### src/rtl/uart_rx_ovs.sv
// Oversampling UART receiver: 2-FF synchroniser, 3-sample majority vote per bit, parity/framing/break detection.
// Latency: ready pulses at t0 + (N-1)*OVERSAMPLE + OVERSAMPLE/2 + 2; no backpressure, each word is presented once on a ready pulse.
module uart_rx_ovs #(
    parameter int DATA_BITS  = 8,
    parameter int OVERSAMPLE = 8,
    parameter int PARITY     = 0,
    parameter int STOP_BITS  = 1
) (
    input  logic                 clk,
    input  logic                 reset,
    input  logic                 in,
    output logic [DATA_BITS-1:0] out,
    output logic                 ready,
    output logic                 perr,
    output logic                 ferr,
    output logic                 busy
);
    localparam int CW  = $clog2(OVERSAMPLE);
    localparam int MID = OVERSAMPLE / 2;

    localparam logic [CW-1:0] C_LAST = CW'(OVERSAMPLE - 1);
    localparam logic [CW-1:0] C_PRE  = CW'(MID - 1);
    localparam logic [CW-1:0] C_MID  = CW'(MID);
    localparam logic [CW-1:0] C_DEC  = CW'(MID + 1);
    localparam logic [3:0]    B_DATA = 4'(DATA_BITS - 1);
    localparam logic [3:0]    B_STOP = 4'(STOP_BITS - 1);
    localparam logic          ODD    = (PARITY == 1);

    typedef enum logic [2:0] {IDLE, START, DATA, PAR, STOP, BRK} state_t;

    state_t               state;
    logic                 s_meta, s;
    logic [CW-1:0]        cnt;
    logic [3:0]           bitn;
    logic [DATA_BITS-1:0] shreg;
    logic                 v_pre, v_mid;
    logic                 perr_acc, ferr_acc;
    logic                 maj, dec, wrap;

    assign maj  = (v_pre & v_mid) | (v_pre & s) | (v_mid & s);
    assign dec  = (cnt == C_DEC);
    assign wrap = (cnt == C_LAST);

    always_ff @(posedge clk) begin
        if (reset) begin
            s_meta   <= 1'b1;
            s        <= 1'b1;
            state    <= IDLE;
            cnt      <= '0;
            bitn     <= '0;
            shreg    <= '0;
            v_pre    <= 1'b1;
            v_mid    <= 1'b1;
            perr_acc <= 1'b0;
            ferr_acc <= 1'b0;
            out      <= '0;
            ready    <= 1'b0;
            perr     <= 1'b0;
            ferr     <= 1'b0;
            busy     <= 1'b0;
        end else begin
            s_meta <= in;
            s      <= s_meta;
            ready  <= 1'b0;
            if (cnt == C_PRE) v_pre <= s;
            if (cnt == C_MID) v_mid <= s;
            cnt <= wrap ? '0 : cnt + 1'b1;

            case (state)
                IDLE: begin
                    cnt <= '0;
                    // the low sample itself is sample 0 of the start bit
                    if (!s) begin
                        state    <= START;
                        cnt      <= CW'(1);
                        busy     <= 1'b1;
                        bitn     <= '0;
                        perr_acc <= 1'b0;
                        ferr_acc <= 1'b0;
                    end
                end
                START: begin
                    if (dec && maj) begin
                        state <= IDLE;
                        cnt   <= '0;
                        busy  <= 1'b0;
                    end else if (wrap) begin
                        state <= DATA;
                    end
                end
                DATA: begin
                    if (dec) shreg <= {maj, shreg[DATA_BITS-1:1]};
                    if (wrap) begin
                        if (bitn == B_DATA) begin
                            bitn  <= '0;
                            state <= (PARITY != 0) ? PAR : STOP;
                        end else begin
                            bitn <= bitn + 1'b1;
                        end
                    end
                end
                PAR: begin
                    if (dec) perr_acc <= (^shreg) ^ maj ^ ODD;
                    if (wrap) state <= STOP;
                end
                STOP: begin
                    if (dec && !maj) ferr_acc <= 1'b1;
                    // commit at the last stop decision so a fast sender can resync
                    if (dec && bitn == B_STOP) begin
                        out   <= shreg;
                        perr  <= perr_acc;
                        ferr  <= ferr_acc | ~maj;
                        ready <= 1'b1;
                        cnt   <= '0;
                        bitn  <= '0;
                        if ((ferr_acc | ~maj) && shreg == '0) begin
                            state <= BRK;
                        end else begin
                            state <= IDLE;
                            busy  <= 1'b0;
                        end
                    end else if (wrap) begin
                        bitn <= bitn + 1'b1;
                    end
                end
                BRK: begin
                    cnt <= '0;
                    if (s) begin
                        state <= IDLE;
                        busy  <= 1'b0;
                    end
                end
                default: begin
                    state <= IDLE;
                    busy  <= 1'b0;
                end
            endcase
        end
    end
endmodule

### config.mk
export PLATFORM = sky130hd
export DESIGN_NAME = uart_rx_ovs
export DESIGN_NICKNAME = d
export VERILOG_FILES = /design/src/rtl/uart_rx_ovs.sv
export SDC_FILE = /design/constraint.sdc
export NUM_CORES = 1
export LEC_CHECK = 0
export CAP_MARGIN = 20
export CORE_ASPECT_RATIO = 2
export CORE_UTILIZATION = 40
export CTS_BUF_LIST = sky130_fd_sc_hd__clkbuf_2
export DETAILED_ROUTE_END_ITERATION = 8
export PLACE_DENSITY = 0.6
export SETUP_SLACK_MARGIN = 0.4
export SYNTH_ARGS = -nofsm -noshare
export SYNTH_HDL_FRONTEND = slang
export SYNTH_SLANG_ARGS = --single-unit
export TNS_END_PERCENT = 30
### constraint.sdc
create_clock -name clk -period 2.5 [get_ports clk]
set_input_delay 0.375 -clock clk [delete_from_list [all_inputs] [get_ports clk]]
set_output_delay 0.375 -clock clk [all_outputs]
set_load 0.005 [all_outputs]
==> out/metrics.cfg <==
[global_route]
grt_max_degree=36
track_usage=0.194
antenna_found_initial=0
grt_pass1_vias=1568
grt_pass1_wl_mm=7.05
overflow=0

[synthesis]
synth_common_cells=37 x nand2_1, 36 x dfxtp_1, 23 x a21oi_1
synth_seq_cells=36
synth.avg_cell_area_um2=8.12
synthesis.nets=235
synth_top_flop_cell=dfxtp_1
synth_seq_area_share=0.402
synthTopCellsByArea=dfxtp_1 40%, nand2_1 7.7%, ha_1 7.7%
syn_area_um2=1790
synth_cell_types=45
synth_edf_count=0
synth.top_cell.area_share=0.402
yosys_warnings=0
syn_inst=221
yosysMostFrequentCell=nand2_1
ys_async_sr_fraction=0
yosysTopAreaCell=dfxtp_1

[cells_and_area]
final_area_um2=2090
instances_no_fill=293
postLayoutCoreUtil=0.482
num_antenna_cells=0
drive_gt1_frac=0.113
area_delta_synth_final_pct=16.5
finalNetCount=252

[placement]
hpwlAfterDp_mm=3.08
place_ws_ns=0.411
placed_cells=285
port_buffers=14
gp_congestion=0.891
post_dp_cell_area_um2=2010

[clock_tree]
clk_path_buf_depth=2
root_buffer=clkbuf_2
clk_latency_ns=0.40
htreeDepth=2
hold_buffers=0
cts_buffers=5
cts.reportedPaths.clkPinSlew_ns=0.20
cts_sinks=36
cts_tree=done

[critical_path]
ff2ff_path_depth=8
startpoint_type=flip-flop
crit_required_ns=2.85
reg2reg_to=bitn[3]
crit_path_start=cnt[1]
critPathMaxFanout=9
cp-end-kind=flip-flop
worstSetupPathType=reg -> reg
rrSetupSlack_ns=0.50
critPathArrivalTime_ns=2.35
max_stage_delay_ns=0.47
path_cells=inv_1 -> ha_1 -> and2_1 -> buf_4 -> nand3_1 -> a21boi_1 -> or4_1 -> a31oi_1
critPathCapture=bitn[3]
crit_slowest_cell=or4_1
r2r-start=cnt[1]

[floorplanning]
start_util=0.413
coreArea_um2=4340
rows=34
die_width_um=49.4
dieArea_um2=4770
dieHeight_um=96.7
io_pins=15

[power_and_ir_drop]
power_switching_mw=0.371
p_int_mw=0.857
swShare=0.302
power.density_nw_per_um2=587
clockPowerShare=0.307
combPwrFrac=0.180
p_leak_nw=0.695
seq_power_share=0.513
p_total_mw=1.23
ir_drop_uv=374

[routing]
wl_per_cell_um=14.3
via_per_inst=5.42
wirelength_mm=4.19
drt_iter0_markers=70
first_pass_iters=4
drtAntennaViolNets=0
vias=1589
drc=0

[sta]
worst_clock_skew_ns=0.0241
slew_viol_final=0
finalCritPeriodShare=0.800
setup_viol=0
setup-tns-final_ns=0
tightest_slew_ns=0.503
fin_crit_ns=2.00
slew_headroom=0.661
setup_slack_ns=0.499
max_clock_freq_ghz=0.500
hold_viol_final=0
rsz0062_at_grt=yes
hold_slack_ns=0.433

[status]
outcome=completed

[min_path]
hp-class=reg -> reg

[flow_run]
maxCapViolCount=0

## what timing repair did
item                                   4_1_cts  5_1_grt
setup buffers                                0        0
resized for setup                            1        3
setup endpoints to repair                    1        2
endpoints found under the hold margin        0        0
cloned                                       0        0
## kinds of logic (layout without fill, tap and decap cells)
| kind of cell | after synthesis | in the layout | synth area share |
|---|---|---|---|
| and+or+nand+nor | 89 | 89 | 0.239 |
| AOI/OAI and AO/OA | 48 | 48 | 0.179 |
| DFF | 36 | 36 | 0.402 |
| buffers and inverters | 30 | 48 | 0.0662 |
| adders and majority gates | 12 | 12 | 0.0830 |
| xor gates and xnor gates | 4 | 4 | 0.0195 |
| muxes | 2 | 2 | 0.0119 |
## cells in the final DEF, fill, tap and decap left out, drive strengths merged, types with 2 or more instances in the layout
cell	instances
nand2	37
dfxtp	36
a21oi	23
inv	19
nand3	15
clkdlybuf4s50	14
nor2	12
ha	11
buf	7
o21ai	5
clkbuf	5
nand2b	4
xnor2	4
nor4	3
nor3	3
or2	2
a21o	2
or4	2
a31oi	2
nor2b	2
a211o	2
or3	2
a211oi	2
o31ai	2
nand4	2
a21boi	2
## cell type report
| cell class | count | area (um2) |
|---|---|---|
| fill | 451 | 2250 |
| sequential | 36 | 722 |
| tap | 54 | 67.6 |
| clock inverter | 3 | 42.5 |
| multi-input combinational | 155 | 970 |
| inverter | 19 | 71.3 |
| clock buffer | 5 | 25.0 |
| timing repair buffer | 21 | 193 |
## how the worst min path moves through the flow
stage | cells after the start | start | endpoint
after global placement | 1 | s_meta | s
after CTS | 1 | s_meta | s
after global routing | 1 | s_meta | s
after floorplan | 1 | s_meta | s
after detailed placement | 1 | s_meta | s
final | 1 | s_meta | s
## sequential cells by signal, summed over array words and instances (netlist names), 3 cells and up
register  count
out           8
shreg         8
bitn          4
cnt           3
state         3
## layer usage
layer | global-route usage | wire (um) | up-vias
met5 | 0 | 0 | -
met4 | 0.127 | 156 | 0
met3 | 0.0314 | 94 | 11
met2 | 0.355 | 2370 | 22
met1 | 0.190 | 1570 | 767
li1 | - | - | 789
## power by group through the flow
stage                     registers, mW  logic (mW)  clock network (mW)
after floorplan                   0.621       0.175                   0
after global placement            0.641       0.216                   0
after detailed placement          0.639       0.218                   0
after CTS                         0.630       0.219               0.388
after global routing              0.637       0.248               0.416
final                             0.630       0.221               0.377
## worst max-delay path: cells and delay by family (launching register included)
kind	cells	cell delay [ns]
buf+inv	2	0.26
fa+ha+maj	1	0.17
simple gates	3	0.89
compound gates	2	0.28
flops	1	0.37
No activity file was read; power rests on OpenSTA's default activity.
